`src/rtl/rf_word_loader_pkg.sv`:
```
// Shared defaults and FSM state encoding for the RF16 clock-enabled register bank writers.
package rf_word_loader_pkg;
  localparam int DEF_DATA_W   = 16;
  localparam int DEF_BYTE_W   = 8;
  localparam int DEF_NUM_REGS = 8;
  localparam int DEF_ADDR_W   = 3;

  typedef enum logic [2:0] {
    ST_IDLE  = 3'd0,
    ST_LO    = 3'd1,
    ST_HI    = 3'd2,
    ST_WRITE = 3'd3,
    ST_DONE  = 3'd4
  } state_t;
endpackage

```
`src/rtl/rf_wr_decoder.sv`:
```
// Address to one-hot clock-enable decoder for the register bank; shared by every bank writer.
module rf_wr_decoder #(
  parameter int ADDR_W   = 3,
  parameter int NUM_REGS = 8
) (
  input  logic [ADDR_W-1:0]   addr,
  input  logic                en,
  output logic [NUM_REGS-1:0] onehot
);
  genvar gi;
  generate
    for (gi = 0; gi < NUM_REGS; gi++) begin : g_dec
      assign onehot[gi] = en && (addr == ADDR_W'(gi));
    end
  endgenerate
endmodule

```
`src/rtl/rf_word_loader.sv`:
```
// Byte-stream to 16-bit word writer: pairs little-endian bytes and issues one-hot clock enables
// into consecutive bank registers, wrapping at the end of the bank.
module rf_word_loader
  import rf_word_loader_pkg::*;
#(
  parameter int DATA_W   = DEF_DATA_W,
  parameter int BYTE_W   = DEF_BYTE_W,
  parameter int NUM_REGS = DEF_NUM_REGS,
  parameter int ADDR_W   = DEF_ADDR_W
) (
  input  logic                clk_n,
  input  logic                rst_n,
  input  logic                start,
  input  logic [ADDR_W-1:0]   start_addr,
  input  logic                in_valid,
  output logic                in_ready,
  input  logic [BYTE_W-1:0]   in_byte,
  input  logic                in_last,
  output logic [NUM_REGS-1:0] wr_clk_en,
  output logic [DATA_W-1:0]   wr_data,
  output logic                busy,
  output logic                done,
  output logic                err_odd
);
  state_t                state_reg, state_next;
  logic [ADDR_W-1:0]     ptr_reg;
  logic [DATA_W-1:0]     wr_data_reg;
  logic [NUM_REGS-1:0]   wr_clk_en_reg;
  logic [NUM_REGS-1:0]   dec_onehot;
  logic                  end_reg;
  logic                  err_odd_reg;
  logic                  accept;
  logic                  write_next;

  assign accept     = in_valid && in_ready;
  assign write_next = (state_next == ST_WRITE);

  // Enable is decoded one cycle early so the bank sees a flop output, never a decoder glitch.
  rf_wr_decoder #(
    .ADDR_W   (ADDR_W),
    .NUM_REGS (NUM_REGS)
  ) u_dec (
    .addr   (ptr_reg),
    .en     (write_next),
    .onehot (dec_onehot)
  );

  always_ff @(posedge clk_n or negedge rst_n) begin
    if (!rst_n) begin
      state_reg <= ST_IDLE;
    end else begin
      state_reg <= state_next;
    end
  end

  always_comb begin
    state_next = state_reg;
    case (state_reg)
      ST_IDLE:  if (start) state_next = ST_LO;
      ST_LO:    if (accept) state_next = in_last ? ST_WRITE : ST_HI;
      ST_HI:    if (accept) state_next = ST_WRITE;
      ST_WRITE: state_next = end_reg ? ST_DONE : ST_LO;
      ST_DONE:  state_next = ST_IDLE;
      default:  state_next = ST_IDLE;
    endcase
  end

  always_comb begin
    in_ready = 1'b0;
    busy     = 1'b1;
    done     = 1'b0;
    case (state_reg)
      ST_IDLE:      busy     = 1'b0;
      ST_LO, ST_HI: in_ready = 1'b1;
      ST_DONE:      done     = 1'b1;
      default:      ;
    endcase
  end

  always_ff @(posedge clk_n or negedge rst_n) begin
    if (!rst_n) begin
      ptr_reg       <= '0;
      wr_data_reg   <= '0;
      wr_clk_en_reg <= '0;
      end_reg       <= 1'b0;
      err_odd_reg   <= 1'b0;
    end else begin
      wr_clk_en_reg <= dec_onehot;
      case (state_reg)
        ST_IDLE: begin
          if (start) begin
            ptr_reg     <= start_addr;
            err_odd_reg <= 1'b0;
            end_reg     <= 1'b0;
          end
        end
        ST_LO: begin
          if (accept) begin
            wr_data_reg[BYTE_W-1:0] <= in_byte;
            // A lone trailing byte is written zero-extended and flagged.
            if (in_last) begin
              wr_data_reg[DATA_W-1:BYTE_W] <= '0;
              err_odd_reg                  <= 1'b1;
              end_reg                      <= 1'b1;
            end
          end
        end
        ST_HI: begin
          if (accept) begin
            wr_data_reg[DATA_W-1:BYTE_W] <= in_byte;
            end_reg                      <= in_last;
          end
        end
        ST_WRITE: ptr_reg <= ptr_reg + ADDR_W'(1);
        default:  ;
      endcase
    end
  end

  assign wr_clk_en = wr_clk_en_reg;
  assign wr_data   = wr_data_reg;
  assign err_odd   = err_odd_reg;
endmodule
```
`config.mk`:
```
export PLATFORM = sky130hd
export DESIGN_NAME = rf_word_loader
export DESIGN_NICKNAME = d
export VERILOG_FILES = /design/src/rtl/rf_word_loader_pkg.sv /design/src/rtl/rf_wr_decoder.sv /design/src/rtl/rf_word_loader.sv
export SDC_FILE = /design/constraint.sdc
export NUM_CORES = 1
export LEC_CHECK = 0
export CAP_MARGIN = 5
export CELL_PAD_IN_SITES_DETAIL_PLACEMENT = 1
export CELL_PAD_IN_SITES_GLOBAL_PLACEMENT = 1
export CORE_MARGIN = 4
export CORE_UTILIZATION = 34
export CTS_BUF_LIST = sky130_fd_sc_hd__clkbuf_4 sky130_fd_sc_hd__clkbuf_8
export DETAILED_ROUTE_END_ITERATION = 8
export PLACE_DENSITY = 0.88
export SETUP_SLACK_MARGIN = 0.15
export SLEW_MARGIN = 10
export SYNTH_ARGS = -nofsm -noshare
export SYNTH_HDL_FRONTEND = slang
export SYNTH_HIERARCHICAL = 1
export SYNTH_SLANG_ARGS = --single-unit
export TNS_END_PERCENT = 30
```
`constraint.sdc`:
```
create_clock -name clk_n -period 1.5 [get_ports clk_n]
set_input_delay 0.15 -clock clk_n [delete_from_list [all_inputs] [get_ports clk_n]]
set_output_delay 0.15 -clock clk_n [all_outputs]
set_load 0.1 [all_outputs]
```
==> impl_metrics.toml <==
[floorplan]
fp.dieH_um = 73.3
io_pins = 44
core_um2 = 4060
start_util = 0.357
dieWidth_um = 73.3
rows = 23
dieArea_um2 = 5370

[logic_synthesis]
syn_area_per_cell_um2 = 12.9
synth-seq-cells = 32
synth_cells = 112
yosysUniqueCellTypes = 38
synth_ff_type = "dfrtp_1"
ys_seq_area_frac = 0.552
syn_area_um2 = 1450
synth-async-reset-ratio = 1.00
synth_warnings = 6
synth-edff-count = 0
synth_nets = 129

[cells_and_area]
diodes = 0
largest_register_ffs = 16
layout_common_cells = "30 x dfrtp_1, 29 x buf_12, 15 x clkdlybuf4s50_1, 14 x buf_4, 11 x buf_6"
fillers = 370
drive_gt1_frac = 0.533
final_common_cell = "dfrtp_1"
fin_nets = 198
postLayoutCoreUtil = 0.658
seqCellArea_um2 = 803
syn_to_final_growth_pct = 84.2
multi_input_area_um2 = 746
instances_no_fill = 232

[sta]
drv_slew = 0
layout_min_cycle_time_ps = 1660
worst_slew_pin_slew_ps = 405
whs_ps = 273
hold_viol_final = 0
fin_worst_skew_ps = 6.00
fmax_mhz = 604
setup-violations-final = 30
setup_slack_ps = -156
rsz0062_at_grt = "true"
post-route-period-util = 1.10
relSlewSlack = 0.730

[clock_tree]
cts_hold_buffers = 0
clkLatencyLatePin_ps = 290
h-tree-depth = 2
cts_buffers = 5
clkSinkCount = 32
clockRootBuffer = "clkbuf_8"
cts.clk_slew.worst_paths_ps = 70
tritoncts = "yes"
clk_path_buf_depth = 2

[route]
drc = 0
drtIter0Drc = 70
routed_wl_um = 4880
post_drt_wl_per_cell_um = 21.0
ant_nets = 0
dr_total_vias = 1261
firstDrtPassIters = 4
vias_per_cell = 5.44

[placed_design]
detailedPlace.worstSlack_ps = -309
place_congestion = 0.754
placed_cells = 219
io_buffers = 43
dp_hpwl_um = 3210

[global_route]
grt_first_pass_wirelength_um = 7790
gr-usage-met3 = 0.0561
grt_max_degree = 33
first_global_vias = 1409
groute.layer.met2.usage = 0.337
grt_usage = 0.199
grt_overflow = 0
top_usage_layer = "met2"
grt_antenna_before_repair = 0
use_met1 = 0.232

[worst_hold_path]
hold_class = "input port to asynchronous set/reset pin"

[worst_setup_path]
required_ps = 1350
path_class = "flip-flop to output pin"
arrival_ps = 1510
rrSetupSlack_ps = -130
worstPathMaxFanout = 3
start_kind = "flip-flop"
cp-end-kind = "output pin"

[run]
drv_cap = 0

[outcome]
violations = "negative setup slack"
outcome = "finished, violations left"
-- through the flow --
stage / setup TNS (ps) / area [um2]
finish: -2210 / 2670
global route: -3600 / 2670
CTS: -1890 / 2620
floorplan: -63.3 / 1500
detailed placement: -5620 / 2390
global placement: -3150 / 2390
-- worst paths after layout --
path / startpoint / end / cells past startpoint
worst max-delay path: state_reg[0]$_DFF_PN0_ / busy / 4
worst min-delay path: rst_n / wr_clk_en[0]$_DFF_PN0_ / 2
max in group asynchronous: rst_n / state_reg[2]$_DFF_PN0_ / 2
worst max register to register: state_reg[0]$_DFF_PN0_ / end_reg$_DFFE_PN0P_ / 5
worst min register to register: wr_data[6]$_DFFE_PN0P_ / wr_data[6]$_DFFE_PN0P_ / 1
min in group clk_n: start_addr[1] / ptr_reg[1]$_DFFE_PN0P_ / 3
-- metal layers --
metal,vias to the layer above,share of wire
met1,641,0.39
met4,0,0.022
met2,48,0.53
li1,564,-
met5,-,0
met3,8,0.059
-- synth_stat cells (2+ instances only) --
cell type	number	area (um2)
nor2_1	3	11.3
dfrtp_1	32	801
and4b_2	3	33.8
nand2_1	5	18.8
a221o_1	8	80.1
and3_1	9	56.3
nand3b_1	2	15.0
mux2_1	11	124
and4bb_2	3	37.5
buf_2	5	25.0
nor4b_2	2	30.0
or3b_1	2	17.5
inv_1	2	7.51
-- cells by family (layout without fill, tap and decap cells) --
group / Yosys count / count (layout) / synth area share
flops: 32 / 32 / 0.552
compound gates: 18 / 18 / 0.106
simple gates: 39 / 39 / 0.207
mux: 12 / 12 / 0.0923
buf+inv: 9 / 79 / 0.0276
fa+ha+maj: 1 / 1 / 0.00863
xor+xnor: 1 / 1 / 0.00604
-- what timing repair did --
action	CTS	global route
setup endpoints to repair	34	35
pin swaps	2	12
setup buffers	4	1
resized for setup	25	13
-- critical path: stages, from the launching register on --
cell	delay, ps
dfrtp_1	410
buf_6	140
buf_6	120
or3_4	370
buf_12	170
-- final cells by class --
cell class | count | area share
inverter | 2 | 0.00281
multi-input combinational | 71 | 0.279
clock inverter | 2 | 0.00375
timing repair buffer | 69 | 0.359
sequential | 32 | 0.301
clock buffer | 6 | 0.0309
tap | 50 | 0.0234
Power is not shown: default switching activity piles up to over one toggle a cycle in this logic, so the estimate is an artifact.
